[src/rtl/rr_arbiter4.sv]
// rr_arbiter4 - four-requester round-robin arbiter with optional hold timeout.
//
// Grants one shared resource to requesters 0..3. The grant is registered as a
// one-hot vector decoded from a 2-bit owner index. Fairness comes from a
// rotating priority pointer that always moves past the previous owner, and an
// optional maximum-hold limit forces rotation when others are waiting.
//
// Parameters:
//   HOLD_MAX  maximum consecutive granted cycles before forced rotation
//             (0 disables the timeout, legal range 0..255)
// Ports:
//   clk        in   rising-edge clock
//   rst_n      in   asynchronous active-low reset
//   req[3:0]   in   level-sensitive request vector, bit i = requester i
//   gnt[3:0]   out  registered one-hot grant (or all-zero when idle)
//   gnt_idx    out  current owner index, holds the last owner when idle
//   gnt_valid  out  high while some requester holds the grant
//   timeout    out  one-cycle pulse when HOLD_MAX revokes a grant
module rr_arbiter4 #(
  parameter int unsigned HOLD_MAX = 8
) (
  input  logic       clk,
  input  logic       rst_n,
  input  logic [3:0] req,
  output logic [3:0] gnt,
  output logic [1:0] gnt_idx,
  output logic       gnt_valid,
  output logic       timeout
);

  typedef enum logic {IDLE, OWNED} state_t;

  state_t      state_q;
  logic [1:0]  ptr_q;
  logic [1:0]  gnt_idx_q;
  logic [3:0]  gnt_q;
  logic        gnt_valid_q;
  logic        timeout_q;
  logic [7:0]  cnt_q;

  // Circular scan of r starting at p; returns {found, index}.
  // Iterating from the farthest offset down lets the nearest hit win.
  function automatic logic [2:0] rr_pick(input logic [3:0] r, input logic [1:0] p);
    logic [2:0] res;
    logic [1:0] idx;
    res = 3'b000;
    for (int k = 3; k >= 0; k--) begin
      idx = p + 2'(k);
      if (r[idx]) res = {1'b1, idx};
    end
    return res;
  endfunction

  logic [1:0] next_ptr;
  logic [3:0] owner_mask;
  logic [2:0] pick_idle;
  logic [2:0] pick_rot;
  logic       owner_req;
  logic       hold_hit;

  always_comb begin
    next_ptr   = gnt_idx_q + 2'd1;
    owner_mask = 4'b0001 << gnt_idx_q;
    owner_req  = req[gnt_idx_q];
    pick_idle  = rr_pick(req, ptr_q);
    // Exclude the owner so a timeout only hands over to a real competitor.
    pick_rot   = rr_pick(req & ~owner_mask, next_ptr);
    hold_hit   = (HOLD_MAX != 0) && (cnt_q == 8'(HOLD_MAX));
  end

  always_ff @(posedge clk or negedge rst_n) begin
    if (!rst_n) begin
      state_q     <= IDLE;
      ptr_q       <= 2'd0;
      gnt_idx_q   <= 2'd0;
      gnt_q       <= 4'b0000;
      gnt_valid_q <= 1'b0;
      timeout_q   <= 1'b0;
      cnt_q       <= 8'd0;
    end else begin
      timeout_q <= 1'b0;
      case (state_q)
        IDLE: begin
          gnt_q <= 4'b0000;
          if (pick_idle[2]) begin
            gnt_idx_q   <= pick_idle[1:0];
            gnt_q       <= 4'b0001 << pick_idle[1:0];
            gnt_valid_q <= 1'b1;
            cnt_q       <= 8'd1;
            state_q     <= OWNED;
          end
        end
        OWNED: begin
          if (!owner_req) begin
            // Release takes precedence over a coincident timeout.
            ptr_q <= next_ptr;
            if (pick_rot[2]) begin
              gnt_idx_q <= pick_rot[1:0];
              gnt_q     <= 4'b0001 << pick_rot[1:0];
              cnt_q     <= 8'd1;
            end else begin
              gnt_q       <= 4'b0000;
              gnt_valid_q <= 1'b0;
              state_q     <= IDLE;
            end
          end else if (hold_hit) begin
            // Without a competitor the owner keeps the grant with a fresh count.
            ptr_q <= next_ptr;
            cnt_q <= 8'd1;
            if (pick_rot[2]) begin
              timeout_q <= 1'b1;
              gnt_idx_q <= pick_rot[1:0];
              gnt_q     <= 4'b0001 << pick_rot[1:0];
            end
          end else if (cnt_q != 8'hFF) begin
            cnt_q <= cnt_q + 8'd1;
          end
        end
        default: state_q <= IDLE;
      endcase
    end
  end

  assign gnt       = gnt_q;
  assign gnt_idx   = gnt_idx_q;
  assign gnt_valid = gnt_valid_q;
  assign timeout   = timeout_q;

endmodule

[config.mk]
export PLATFORM = sky130hd
export DESIGN_NAME = rr_arbiter4
export DESIGN_NICKNAME = d
export VERILOG_FILES = /design/src/rtl/rr_arbiter4.sv
export SDC_FILE = /design/constraint.sdc
export NUM_CORES = 1
export LEC_CHECK = 0
export BUFFER_PORTS_ARGS = -buffer_cell sky130_fd_sc_hd__clkbuf_2
export CAP_MARGIN = 20
export CELL_PAD_IN_SITES_DETAIL_PLACEMENT = 2
export CELL_PAD_IN_SITES_GLOBAL_PLACEMENT = 2
export CORE_MARGIN = 2
export CORE_UTILIZATION = 39
export CTS_CLUSTER_SIZE = 40
export DETAILED_ROUTE_END_ITERATION = 7
export PLACE_DENSITY_LB_ADDON = 0.1
export RECOVER_POWER = 50
export SLEW_MARGIN = 0
export SYNTH_ARGS = -nofsm -noshare
export SYNTH_HDL_FRONTEND = slang
export SYNTH_SLANG_ARGS = --single-unit
[constraint.sdc]
create_clock -name clk -period 3.89 [get_ports clk]
set_input_delay 0.389 -clock clk [delete_from_list [all_inputs] [get_ports clk]]
set_output_delay 0.389 -clock clk [all_outputs]
set_load 0.01 [all_outputs]
==> results by group <==
Floorplan
  • Row count: 21
  • Die width: around 63 um
  • Core footprint: between 0.003 and 0.004 sq mm
  • Die area: 0.00401 sq mm
  • Die Ht: 63.3 um
  • I/O pins: 14
  • Initial Utilization: 0.408

Layout
  • Nets: ~180
  • Synth-to-Final Area Change: 8.49%
  • Post-layout util: 0.442
  • Share of layout cells above drive strength 1: 0.158
  • ANT cells: 0
  • Final Non-Filler Cells: about 210

Worst setup path
  • Startpoint Class: flop
  • Crit-path leading delay family: flip-flops
  • Critical Path RT: 4090 ps
  • CP cell instances: inv_1, ha_1, and3b_1, nor4_1, o22a_1, nor3_1, a221o_1
  • Critical Path Max Stage Delay: slightly below 700 ps
  • Crit Path Class: reg2reg
  • Crit path max fanout: 16
  • Max stage delay cell, worst path: dfrtp_1
  • CP Capture Type: flop
  • Crit path DAT: approximately 2700 ps
  • Reg2reg path depth: 7
  • R2R Path Start: gnt_idx[0]
  • R2R setup slack: 1380 ps
  • CP bufs+invs: 1
  • Terminus of the critical flop-to-flop path: gnt[0]

Synth
  • Cell count after synthesis: ~150
  • Largest family of logic cells by synthesized area: compound AO/OA/AOI/OAI gates
  • YS warnings: 0
  • Post-Synth Adder-Cell Area: 0.0547
  • Synth Area in Simple Gates: 0.226
  • Commonest register cell after synthesis: dfrtp_1
  • Ys async rst share: 1.00
  • Complex-gate fraction of the synthesized area: 0.245
  • Post-synthesis mux area share: 0.0748
  • Syn_area_per_cell: between 8 and 9 sq um
  • EDFF count, synth: 0
  • Netlist cell types: 50
  • Post-Synthesis Cell Area: 0.00137 sq mm
  • Net count after synthesis: between 150 and 200
  • #FFs+latches synth: 19
  • Seq/Total Area, Yosys: 0.347
  • Synth Area in XOR/XNOR: 0

STA
  • Slew at the pin with the worst max-slew slack: just over 1000 ps
  • Fmax: just under 400 MHz
  • Min Tclk post-route: 2510 ps
  • Worst slew margin: 0.311
  • Final clock skew: just under 8 ps
  • Final hold vios: 0
  • RSZ-0062 raised after global routing: no
  • Setup violators final: 0
  • Setup TNS: 0 ps
  • Crit path setup slack, layout: about 1400 ps
  • Fin. max-slew vios: 0
  • Period Utilization, post-route: 0.646

Clocking
  • CTS max path bufs: 2
  • CTS Sinks: 19
  • Hold_buf cts: 0
  • H-Tree Depth: 1
  • Skew-Pair Late Insertion Delay: approximately 300 ps
  • CTS tree: done
  • Post-CTS setup buffers: 0
  • Root Buffer: clkbuf_4
  • Post-CTS sizing: 0
  • Clock Pin Slew Worst Setup and Hold Paths: between 100 and 150 ps
  • Cts bufs inserted: 3

Routing
  • WL final: between 3000 and 4000 um
  • Wire length per cell: approximately 18 um
  • Remaining DRCs: 0
  • Drt first pass iters: 6
  • DRT iter0 DRCs: 65
  • Antenna-violating nets left: 0
  • Drt via density: ~5.7
  • Via count: approximately 1200

Global routing
  • GRT Residual Overflow: 0
  • Largest net degree at the start of global routing: 20
  • First-pass GRT wire length: around 6700 um
  • GRT Overall Usage: 0.212
  • Initial antenna violation count: 0
  • Vias in the first global route: 1319

Power
  • Pwr dens: just over 700 mW/mm^2
  • Total power: around 1.1 mW
  • Sequential Power Share: 0.334
  • Peak VDD IR: between 200 and 300 uV
  • Leak: 0.651 nW
  • P_int: roughly 0.56 mW
  • Net Sw Frac: 0.467
  • Clock power share: 0.094
  • Sw power: 0.493 mW
  • Combinational power share: 0.572

Placed design
  • Port buffer count: 13
  • Hpwl dp: between 2000 and 3000 um
  • RePlAce Congestion: around 0.79
  • Place WS: approximately 1400 ps
  • Dpl cells: between 200 and 250

Run status
  • Status: finished, final reports clean

Worst hold path
  • Hold Path Class: in2async

Job
  • Total of max-cap violations: 0
-- final cells by class --
cell class / instances / area, sq um
repair buffers: 13 / 58.8
inverters: 12 / 45.0
flip-flops and latches: 19 / 475
multi-input cells: 117 / 823
clock inverters: 1 / 5.00
well taps: 46 / 57.6
clock buffers: 3 / 22.5
fillers: 405 / 1880
-- worst reg2reg max path: cells and delay by family (launching register included) --
family                     cells  cell delay [ps]
and+or+nand+nor                3              570
AOI/OAI and AO/OA              2              550
buffers and inverters          1              180
adders and majority gates      1              440
DFF                            1              680
-- routing by layer --
layer  vias up  global-route usage  part of all wire
met2        14               0.396              0.53
met4         0              0.0625             0.013
met3         5              0.0250             0.017
met1       602               0.252              0.44
li1        590                   -                 -
met5         -                   0                 0
-- metrics by stage --
step | instance area [sq um] | hold WS (ps)
3_3_place_gp | 1470 | 365
5_1_grt | 1490 | 294
2_1_floorplan | 1370 | 93.4
4_1_cts | 1490 | 21.2
3_5_place_dp | 1470 | 373
6_report | 1490 | 236
-- registers in the layout, summed over array words and instances (netlist names) --
name,flops
ptr_q,2
cnt_q,8
gnt_valid,1
gnt_idx,2
timeout,1
state_q,1
gnt,4
-- how the worst max path moves through the flow --
stage,start,to,cells past startpoint
floorplan,gnt_idx[0],gnt[0],8
global placement,gnt_idx[0],gnt[0],7
detailed placement,gnt_idx[0],gnt[0],7
CTS,gnt_idx[0],gnt[0],7
global route,gnt_idx[0],gnt[2],7
finish,gnt_idx[0],gnt[0],7
-- layout by cell type (no fill, tap or decap), types with 2 or more instances in the layout --
master    count
nand2b_1      6
ha_1          6
a221o_1       2
o21ai_0       8
inv_1        12
and2_1        2
nor3_1        3
a21oi_1       9
and3_1        2
nor4_1        3
nand2_1      14
nor4b_1       2
clkbuf_1      5
o221ai_1      2
nand3_1       4
mux2i_1       2
and4_1        2
clkbuf_2      8
mux2_2        4
o22ai_1       2
clkbuf_4      3
o21ai_2       3
dfrtp_1      19
a31oi_1       5
nor2_1       11
-- power by group through the flow --
stage                     registers, mW  logic, mW  clock network [mW]
after CTS                         0.353      0.616               0.108
after detailed placement          0.357      0.610                   0
after floorplan                   0.338      0.447                   0
after global placement            0.352      0.588                   0
final                             0.352      0.603              0.0994
after global routing              0.367      0.684               0.114
-- Yosys cell counts, drive strengths merged (2+ instances only) --
cell type | number | area share
dfrtp | 19 | 0.35
nand2 | 15 | 0.043
inv | 12 | 0.033
o21ai | 12 | 0.060
nor2 | 11 | 0.030
a21oi | 10 | 0.039
ha | 6 | 0.055
nand2b | 6 | 0.027
a31oi | 5 | 0.023
mux2 | 5 | 0.044
nand3 | 4 | 0.015
clkbuf | 3 | 0.0082
nor3 | 3 | 0.011
nor4 | 3 | 0.014
a221o | 2 | 0.015
and2 | 2 | 0.0091
and3 | 2 | 0.0091
and4 | 2 | 0.013
buf | 2 | 0.012
mux2i | 2 | 0.015
nor4b | 2 | 0.013
o221ai | 2 | 0.013
o22ai | 2 | 0.0091
-- cells by family (layout without fill, tap and decap cells) --
logic type               count (synthesis)  in the layout
flip-flops                              19             19
adder cells (fa/ha/maj)                  6              6
AO/OA/AOI/OAI                           45             45
AND/OR/NAND/NOR                         58             58
buffers and inverters                   17             29
multiplexers                             8              8
Power figures use the tool's default switching activity.
